--- src/rtl/sfp_link_pkg.sv ---
`default_nettype none
// ============================================================================
// Module      : sfp_link_pkg
// Description : Shared constants and state encodings for the SFP frame link.
//               A frame is 12 data words of 32 bits, 384 bits in total. On the
//               wire it is delimited by K-character SOF and EOF words and
//               carries a 32-bit additive checksum. Between frames the link
//               carries IDLE comma words.
// Revision    : 1.0 - initial release
// ============================================================================
package sfp_link_pkg;

  localparam int unsigned c_WORD_W    = 32;
  localparam int unsigned c_NUM_WORDS = 12;
  localparam int unsigned c_FRAME_W   = c_WORD_W * c_NUM_WORDS;

  // Index of the last data word, sized to match the word counters.
  localparam logic [3:0]  c_LAST_IDX  = 4'd11;

  // Control words carry their K character in byte [7:0].
  localparam logic [31:0] c_IDLE_WORD = 32'h0000_00BC;  // K28.5
  localparam logic [31:0] c_SOF_WORD  = 32'h0000_00FB;  // K27.7
  localparam logic [31:0] c_EOF_WORD  = 32'h0000_00FD;  // K29.7
  localparam logic [3:0]  c_K_CTRL    = 4'b0001;
  localparam logic [3:0]  c_K_DATA    = 4'b0000;

  typedef enum logic [2:0] {
    TX_IDLE = 3'd0,
    TX_SOF  = 3'd1,
    TX_DATA = 3'd2,
    TX_CSUM = 3'd3,
    TX_EOF  = 3'd4
  } tx_state_t;

  typedef enum logic [2:0] {
    RX_HUNT = 3'd0,
    RX_DATA = 3'd1,
    RX_CSUM = 3'd2,
    RX_EOF  = 3'd3
  } rx_state_t;

  // A control word only matches when both the byte pattern and the K flags
  // agree exactly.
  function automatic logic is_ctrl_word(input logic [31:0] w,
                                        input logic [3:0]  k,
                                        input logic [31:0] exp_w);
    return (w == exp_w) && (k == c_K_CTRL);
  endfunction

endpackage
`default_nettype wire

--- src/rtl/sfp_frame_rx.sv ---
`default_nettype none
// ============================================================================
// Module      : sfp_frame_rx
// Description : Receive deframer. Hunts for SOF, assembles 12 data words,
//               checks the running checksum and the EOF slot, then either
//               publishes the frame (end pulse) or rejects it (error pulse,
//               saturating error count).
// Ports       : i_clk, i_rst        clock, synchronous active-high reset
//               i_rxdata/charisk    byte-aligned transceiver word and K flags
//               i_rx_ready          link aligned; low forces hunting
//               o_rx_data           last accepted frame
//               o_rx_end_flag       pulse when o_rx_data updates
//               o_rx_err_flag       pulse when a frame is rejected
//               o_rx_err_cnt        rejected-frame count, saturating
//               o_rx_state          current RX state
// Revision    : 1.0 - initial release
// ============================================================================
module sfp_frame_rx
  import sfp_link_pkg::*;
(
  input  logic                 i_clk,
  input  logic                 i_rst,
  input  logic [31:0]          i_rxdata,
  input  logic [3:0]           i_rxcharisk,
  input  logic                 i_rx_ready,
  output logic [c_FRAME_W-1:0] o_rx_data,
  output logic                 o_rx_end_flag,
  output logic                 o_rx_err_flag,
  output logic [15:0]          o_rx_err_cnt,
  output logic [2:0]           o_rx_state
);

  rx_state_t              r_state;
  rx_state_t              w_next;
  logic [3:0]             r_cnt;
  logic [3:0]             w_cnt_next;
  logic [c_FRAME_W-1:0]   r_buf;
  logic [31:0]            r_acc;
  logic                   r_bad;
  logic                   w_bad_next;
  logic [c_FRAME_W-1:0]   r_data;
  logic                   r_end;
  logic                   r_err;
  logic [15:0]            r_err_cnt;

  logic w_is_sof;
  logic w_is_eof;
  logic w_is_k;
  logic w_end;
  logic w_err;
  logic w_clr;
  logic w_take;

  assign w_is_sof = is_ctrl_word(i_rxdata, i_rxcharisk, c_SOF_WORD);
  assign w_is_eof = is_ctrl_word(i_rxdata, i_rxcharisk, c_EOF_WORD);
  assign w_is_k   = |i_rxcharisk;

  always_ff @(posedge i_clk) begin
    if (i_rst) begin
      r_state <= RX_HUNT;
      r_cnt   <= 4'd0;
    end else begin
      r_state <= w_next;
      r_cnt   <= w_cnt_next;
    end
  end

  always_comb begin
    w_next     = r_state;
    w_cnt_next = r_cnt;
    w_bad_next = r_bad;
    w_end      = 1'b0;
    w_err      = 1'b0;
    w_clr      = 1'b0;
    w_take     = 1'b0;

    if (!i_rx_ready) begin
      // Loss of alignment silently discards whatever was being assembled.
      w_next = RX_HUNT;
    end else begin
      case (r_state)
        RX_HUNT: begin
          if (w_is_sof) begin
            w_next     = RX_DATA;
            w_cnt_next = 4'd0;
            w_clr      = 1'b1;
            w_bad_next = 1'b0;
          end
        end

        RX_DATA, RX_CSUM: begin
          if (w_is_k) begin
            // Any K character inside the payload aborts the frame. A stray
            // SOF is taken as the start of a new frame so no words are lost.
            w_err = 1'b1;
            if (w_is_sof) begin
              w_next     = RX_DATA;
              w_cnt_next = 4'd0;
              w_clr      = 1'b1;
              w_bad_next = 1'b0;
            end else begin
              w_next = RX_HUNT;
            end
          end else if (r_state == RX_DATA) begin
            w_take = 1'b1;
            if (r_cnt == c_LAST_IDX) begin
              w_next = RX_CSUM;
            end else begin
              w_cnt_next = r_cnt + 4'd1;
            end
          end else begin
            // Mismatch is remembered; the frame is still walked to its EOF slot.
            w_bad_next = (i_rxdata != r_acc);
            w_next     = RX_EOF;
          end
        end

        RX_EOF: begin
          w_next = RX_HUNT;
          if (w_is_eof && !r_bad) begin
            w_end = 1'b1;
          end else begin
            w_err = 1'b1;
          end
        end

        default: w_next = RX_HUNT;
      endcase
    end
  end

  always_ff @(posedge i_clk) begin
    if (i_rst) begin
      r_buf     <= '0;
      r_acc     <= 32'd0;
      r_bad     <= 1'b0;
      r_data    <= '0;
      r_end     <= 1'b0;
      r_err     <= 1'b0;
      r_err_cnt <= 16'd0;
    end else begin
      r_bad <= w_bad_next;
      r_end <= w_end;
      r_err <= w_err;
      if (w_clr) begin
        r_acc <= 32'd0;
      end else if (w_take) begin
        r_acc <= r_acc + i_rxdata;
        r_buf <= {r_buf[c_FRAME_W-33:0], i_rxdata};
      end
      if (w_end) begin
        r_data <= r_buf;
      end
      if (w_err && (r_err_cnt != 16'hFFFF)) begin
        r_err_cnt <= r_err_cnt + 16'd1;
      end
    end
  end

  assign o_rx_data     = r_data;
  assign o_rx_end_flag = r_end;
  assign o_rx_err_flag = r_err;
  assign o_rx_err_cnt  = r_err_cnt;
  assign o_rx_state    = r_state;

endmodule
`default_nettype wire

--- src/rtl/sfp_frame_link.sv ---
`default_nettype none
// ============================================================================
// Module      : sfp_frame_link
// Description : Link-layer framer/deframer between a 384-bit frame interface
//               and a 32-bit 8b/10b transceiver user port. The TX serializer
//               lives here; the RX deframer is sfp_frame_rx.
// Ports       : i_clk, i_rst          clock, synchronous active-high reset
//               i_tx_data             frame to send, latched on accepted start
//               i_tx_start_flag       one-cycle start request
//               o_tx_end_flag         pulse coincident with the EOF word
//               o_tx_busy             high from accepted start through EOF
//               o_gt_txdata/charisk   transceiver TX word and K flags
//               i_gt_rxdata/charisk   transceiver RX word and K flags
//               i_gt_rx_ready         RX link aligned
//               o_rx_data             last good received frame
//               o_rx_end_flag         pulse when o_rx_data updates
//               o_rx_err_flag         pulse when a frame is rejected
//               o_rx_err_cnt          saturating rejected-frame count
//               o_tx_state/rx_state   FSM states
// Revision    : 1.0 - initial release
// ============================================================================
module sfp_frame_link
  import sfp_link_pkg::*;
(
  input  logic                 i_clk,
  input  logic                 i_rst,
  input  logic [c_FRAME_W-1:0] i_tx_data,
  input  logic                 i_tx_start_flag,
  output logic                 o_tx_end_flag,
  output logic                 o_tx_busy,
  output logic [31:0]          o_gt_txdata,
  output logic [3:0]           o_gt_txcharisk,
  input  logic [31:0]          i_gt_rxdata,
  input  logic [3:0]           i_gt_rxcharisk,
  input  logic                 i_gt_rx_ready,
  output logic [c_FRAME_W-1:0] o_rx_data,
  output logic                 o_rx_end_flag,
  output logic                 o_rx_err_flag,
  output logic [15:0]          o_rx_err_cnt,
  output logic [2:0]           o_tx_state,
  output logic [2:0]           o_rx_state
);

  tx_state_t            r_tx_state;
  tx_state_t            w_tx_next;
  logic [3:0]           r_tx_cnt;
  logic [3:0]           w_tx_cnt_next;
  logic [c_FRAME_W-1:0] r_tx_buf;
  logic [31:0]          r_tx_csum;
  logic [31:0]          r_txdata;
  logic [3:0]           r_txk;
  logic                 r_tx_end;
  logic                 r_tx_busy;
  logic [31:0]          w_word;
  logic [3:0]           w_k;

  always_ff @(posedge i_clk) begin
    if (i_rst) begin
      r_tx_state <= TX_IDLE;
      r_tx_cnt   <= 4'd0;
    end else begin
      r_tx_state <= w_tx_next;
      r_tx_cnt   <= w_tx_cnt_next;
    end
  end

  // Next state plus the word that state puts on the wire. The word is
  // registered together with the state so every TX output is a flop.
  always_comb begin
    w_tx_next     = r_tx_state;
    w_tx_cnt_next = r_tx_cnt;
    case (r_tx_state)
      TX_IDLE: if (i_tx_start_flag) w_tx_next = TX_SOF;
      TX_SOF: begin
        w_tx_next     = TX_DATA;
        w_tx_cnt_next = 4'd0;
      end
      TX_DATA: begin
        if (r_tx_cnt == c_LAST_IDX) begin
          w_tx_next = TX_CSUM;
        end else begin
          w_tx_cnt_next = r_tx_cnt + 4'd1;
        end
      end
      TX_CSUM: w_tx_next = TX_EOF;
      TX_EOF:  w_tx_next = TX_IDLE;
      default: w_tx_next = TX_IDLE;
    endcase

    w_word = c_IDLE_WORD;
    w_k    = c_K_CTRL;
    case (w_tx_next)
      TX_SOF:  w_word = c_SOF_WORD;
      TX_DATA: begin
        w_word = r_tx_buf[c_FRAME_W-1 -: 32];
        w_k    = c_K_DATA;
      end
      TX_CSUM: begin
        w_word = r_tx_csum;
        w_k    = c_K_DATA;
      end
      TX_EOF:  w_word = c_EOF_WORD;
      default: w_word = c_IDLE_WORD;
    endcase
  end

  always_ff @(posedge i_clk) begin
    if (i_rst) begin
      r_tx_buf  <= '0;
      r_tx_csum <= 32'd0;
      r_txdata  <= c_IDLE_WORD;
      r_txk     <= c_K_CTRL;
      r_tx_end  <= 1'b0;
      r_tx_busy <= 1'b0;
    end else begin
      r_txdata  <= w_word;
      r_txk     <= w_k;
      r_tx_end  <= (w_tx_next == TX_EOF);
      r_tx_busy <= (w_tx_next != TX_IDLE);
      if ((r_tx_state == TX_IDLE) && i_tx_start_flag) begin
        r_tx_buf  <= i_tx_data;
        r_tx_csum <= 32'd0;
      end else if (w_tx_next == TX_DATA) begin
        // Each data word leaves the top of the buffer and joins the sum.
        r_tx_buf  <= {r_tx_buf[c_FRAME_W-33:0], 32'd0};
        r_tx_csum <= r_tx_csum + r_tx_buf[c_FRAME_W-1 -: 32];
      end
    end
  end

  assign o_gt_txdata    = r_txdata;
  assign o_gt_txcharisk = r_txk;
  assign o_tx_end_flag  = r_tx_end;
  assign o_tx_busy      = r_tx_busy;
  assign o_tx_state     = r_tx_state;

  sfp_frame_rx u_rx (
    .i_clk         (i_clk),
    .i_rst         (i_rst),
    .i_rxdata      (i_gt_rxdata),
    .i_rxcharisk   (i_gt_rxcharisk),
    .i_rx_ready    (i_gt_rx_ready),
    .o_rx_data     (o_rx_data),
    .o_rx_end_flag (o_rx_end_flag),
    .o_rx_err_flag (o_rx_err_flag),
    .o_rx_err_cnt  (o_rx_err_cnt),
    .o_rx_state    (o_rx_state)
  );

endmodule
`default_nettype wire

--- config.mk ---
export PLATFORM = sky130hd
export DESIGN_NAME = sfp_frame_link
export DESIGN_NICKNAME = d
export VERILOG_FILES = /design/src/rtl/sfp_link_pkg.sv /design/src/rtl/sfp_frame_rx.sv /design/src/rtl/sfp_frame_link.sv
export SDC_FILE = /design/constraint.sdc
export NUM_CORES = 2
export LEC_CHECK = 0
export BUFFER_PORTS_ARGS = -buffer_cell sky130_fd_sc_hd__buf_2
export CAP_MARGIN = 40
export CORE_AREA = 10 10 328 330
export DETAILED_ROUTE_END_ITERATION = 7
export DIE_AREA = 0 0 338 340
export GPL_ROUTABILITY_DRIVEN = 0
export HOLD_SLACK_MARGIN = 0.08
export PLACE_DENSITY = 0.75
export SLEW_MARGIN = 20
export SYNTH_ARGS = -nofsm -noshare
export SYNTH_HDL_FRONTEND = slang
export SYNTH_SLANG_ARGS = --single-unit
--- constraint.sdc ---
create_clock -name i_clk -period 4.3 [get_ports i_clk]
set_input_delay 0.43 -clock i_clk [delete_from_list [all_inputs] [get_ports i_clk]]
set_output_delay 0.43 -clock i_clk [all_outputs]
set_load 0.02 [all_outputs]
==> reports/metrics.cfg, run 1 <==
[outcome]
status=aborted with a tool error
stop_stage=global routing
error=[ERROR GRT-0116] Global routing finished with congestion. Check the congestion regions in the DRC Viewer.

[placement]
dpl.cell_count=8593
port_buffers=865
dpl.hpwl_microns=128000

[cts]
cts_root_buffer=clkbuf_16
ctsLongestPathBuffers=3
cts_hold_buf=425
cts_setup_buffers=0
post_cts_resized=0
cts_made_buffers=133
cts_sinks=1283
h-tree-depth=4

[logic_synthesis]
synthFlopType=dfxtp_1
synth_area_leaders=dfxtp_1 (51%), nand2_1 (18%), a21oi_1 (16%)
ys_seq_area_share_pct=50.9
synth_top_area_share_pct=50.9
yosys_warnings=0
async_reset_ff_share_pct=0
synth_edf_count=0
avgSynthCellArea_sq_um=7.43
synth_cells=6792
ys_types=68
synthesis.area_sq_um=50500
synth_area_leader_cell=dfxtp_1
ys_ff_latch=1283

[floorplan]
die_x_microns=338
fp-row-count=117
io_pins=870
dieHeight_microns=340
initial_core_util_pct=49.9

[global_routing]
grt_start_max_net_pins=255
grt_pass1_vias=53100
grt.overflow.total=21
grt_pass1_wl_microns=325000
grt_usage_pct=37.3

[cells in the mapped netlist (18+ instances only)]
cell type and n:
xor2_1 30, o21ai_0 32, nor2_1 457, dfxtp_1 1283, ha_1 70, clkbuf_1 460, nand2_1 2424, nor3_1 18
a21o_1 20, xnor2_1 38, a21oi_1 1620, buf_2 38, inv_1 23, nand3_1 57, a22oi_1 24
[metrics by stage]
step / cell area, sq um / utilization [%] / hold slack (ns) / setup slack [ns]
after floorplan: 50500 / - / 0.436 / 1.35
after global placement: 55500 / 54.9 / 0.435 / 0.844
after detailed placement: 55500 / 54.9 / 0.441 / 0.810
after CTS: 64500 / 63.7 / 0.317 / 1.06
[metal layers]
| metal | overflow | GRT usage, % |
|---|---|---|
| met4 | 7 | 23.3 |
| met5 | 0 | 5.91 |
| met3 | 0 | 20.9 |
| met1 | 0 | 43.3 |
| met2 | 14 | 51.8 |
[logic make-up after synthesis]
kind of cell / synth area share (%)
and+or+nand+nor: 23.5
AOI/OAI and AO/OA: 18.4
DFF: 50.9
buffers and inverters: 4.08
adders and majority gates: 1.81
xor gates and xnor gates: 1.18
muxes: 0.0992
other: 0.00743
==> inputs of run 2 (changes only) <==
--- a/config.mk
+++ b/config.mk
@@ -7,12 +7,11 @@
 export LEC_CHECK = 0
 export BUFFER_PORTS_ARGS = -buffer_cell sky130_fd_sc_hd__buf_2
 export CAP_MARGIN = 40
-export CORE_AREA = 10 10 328 330
+export CORE_MARGIN = 10
+export CORE_UTILIZATION = 40
 export DETAILED_ROUTE_END_ITERATION = 7
-export DIE_AREA = 0 0 338 340
 export GPL_ROUTABILITY_DRIVEN = 0
-export HOLD_SLACK_MARGIN = 0.08
-export PLACE_DENSITY = 0.75
+export PLACE_DENSITY_LB_ADDON = 0.15
 export SLEW_MARGIN = 20
 export SYNTH_ARGS = -nofsm -noshare
 export SYNTH_HDL_FRONTEND = slang
==> run 2 against run 1 <==
The run now ends clean. Synthesized cell count is the same. Synthesized area stayed put.
==> reports/metrics.cfg, run 2 <==
[outcome]
status=complete, no violations

[critical_path]
cp-end-kind=flop
worstSetupPathType=in -> reg
worstPathRequired_ns=5.00
critPathMaxFanout=3
start_kind=input pin
r2r_start=u_rx.r_acc[0]
arrival_ns=4.01
reg2reg_depth=12
rrSetupSlack_ns=1.08
r2r-end=u_rx.r_acc[28]

[min_path]
hold_path.class=in -> reg
whs_endpoint=u_rx.r_buf[11]
min_from=i_gt_rxdata[11]
worstHoldPathCells=3

[logic_synthesis]
ys_seq_area_share_pct=50.9
ys_top_cells_by_count=nand2_1 (2424), a21oi_1 (1620), dfxtp_1 (1283), clkbuf_1 (460), nor2_1 (457)
synth_cells=6792
yosys_warnings=0
synth_edf_count=0
async_reset_ff_share_pct=0
synth_top_area_share_pct=50.9
synthFlopType=dfxtp_1
ys_ff_latch=1283
synthesis.area_sq_um=50500
yosysMostFrequentCell=nand2_1
synth_area_leaders=dfxtp_1 (51%), nand2_1 (18%), a21oi_1 (16%)
synth_area_leader_cell=dfxtp_1
avgSynthCellArea_sq_um=7.43
ys_types=68

[finish]
fill_cells=12200
fin_util_pct=51.9
syn_to_final_growth_pct=28.9
layout_commonest_cell=nand2_1
drive_gt1_share_pct=15.0
nNetsFinal=8288
fin_cells=9607
layout_common_cells=nand2_1 (2423), a21oi_1 (1620), dfxtp_1 (1283)

[global_routing]
grt_pass1_wl_microns=290000
grt_pass1_vias=46400
grt_usage_pct=26.3
antenna_found_initial=69
grt_start_max_net_pins=209
grt.overflow.total=0

[detailed_routing]
drtAntennaViolNets=0
drc=0
wl_per_cell_microns=20.5
drt_first_pass_iters=6
wl_microns=197000
via_per_inst=5.23
vias=50300
drt_iter0_drc=5083

[sta]
hold_viol_final=0
layout_min_cycle_time_ns=3.31
fin_skew_ns=0.0284
rsz0062_at_grt=no
tns_ns=0
setup_violations=0
fin_ws_ns=0.994
finalCritPeriodShare_pct=76.9
tightest_slew_ns=1.13
drv_slew=0
relSlewSlack_pct=24.7
fmax_mhz=302

[floorplan]
die_x_microns=375
die_area_sq_um=141000
dieHeight_microns=375
core_sq_um=125000
initial_core_util_pct=40.2
io_pins=870
fp-row-count=130

[cts]
clkTransAtPathRegs_ns=0.06
ctsLongestPathBuffers=3
cts_sinks=1283
cts_tree=built
clk_latency_ns=0.77
h-tree-depth=4
cts_made_buffers=140
cts_root_buffer=clkbuf_16
post_cts_resized=0

[power]
power_mw=27.3
p_leak_nw=25.0
ir_drop_v=0.000374
p_per_area_nw_per_um2=419

[placement]
port_buffers=865
dp_slack_ns=0.864
dpl.hpwl_microns=138000
dpl.cell_count=8872

[flow_run]
cap_violations=0

run 2: cell counts after synthesis:
Identical to the previous run, type by type.
run 2: critical path, cell delays in order:
cell,delay (ns)
dlygate4sd3_1,0.53
buf_2,0.17
ha_1,0.24
fa_1,0.44
a21oi_1,0.22
o22ai_1,0.17
o31ai_2,0.36
o22ai_2,0.16
a221oi_2,0.37
o21ai_0,0.23
a211oi_1,0.30
xnor2_1,0.16
nand2_1,0.07
a21oi_1,0.16
run 2: cells by family after synthesis:
group	Yosys count	synth area share (%)
AND/OR/NAND/NOR	3053	23.5
AO/OA/AOI/OAI	1778	18.4
flip-flops	1283	50.9
buffers and inverters	532	4.08
adder cells (fa/ha/maj)	72	1.81
XOR/XNOR	68	1.18
multiplexers	5	0.0992
other	1	0.00743
run 2: where the power goes:
group	total [mW]	internal (mW)	switching (mW)
registers	12.5	12.2	0.260
logic	2.65	0.982	1.67
clock network	12.1	7.06	5.07
total	27.3	20.3	7.00
run 2: through the flow:
step,area (sq um),hold WS (ns)
6_report,65000,0.0782
5_1_grt,65000,0.0389
4_1_cts,64900,0.00999
3_5_place_dp,56000,0.440
3_3_place_gp,55900,0.436
2_1_floorplan,50500,0.436
run 2: timing repair:
item	in CTS	in global routing
hold buffers	428	0
buffers inserted	0	0
hold endpoints to repair	412	0
run 2: how the worst max path moves through the flow:
stage                              start              to  slack (ns)  cells past startpoint
after floorplan           i_gt_rxdata[0]  u_rx.r_acc[30]        1.35                     12
after global placement    i_gt_rxdata[0]  u_rx.r_acc[28]        0.75                     13
after detailed placement  i_gt_rxdata[0]  u_rx.r_acc[30]        0.86                     13
after CTS                 i_gt_rxdata[0]  u_rx.r_acc[30]        1.14                     14
after global routing      i_gt_rxdata[0]  u_rx.r_acc[28]        0.85                     14
final                     i_gt_rxdata[0]  u_rx.r_acc[28]        0.99                     14
run 2: layout make-up:
| cell class | instances | area, sq um | share of cell area (%) |
|---|---|---|---|
| repair buffers | 1364 | 9640 | 14.8 |
| well taps | 1650 | 2060 | 3.17 |
| diodes | 62 | 155 | 0.239 |
| inverters | 23 | 86.3 | 0.133 |
| clock inverters | 38 | 403 | 0.619 |
| clock buffers | 207 | 4220 | 6.49 |
| multi-input cells | 4980 | 22800 | 35.0 |
| flip-flops and latches | 1283 | 25700 | 39.5 |
run 2: routing by layer:
layer,up-vias,GRT usage (%),wire [microns]
met5,-,0,158
met4,30,10.6,7960
met3,430,5.89,14900
met2,1853,40.5,87800
met1,23600,35.6,86600
li1,24400,-,-
Note: power is estimated with default switching activity, not from simulation.
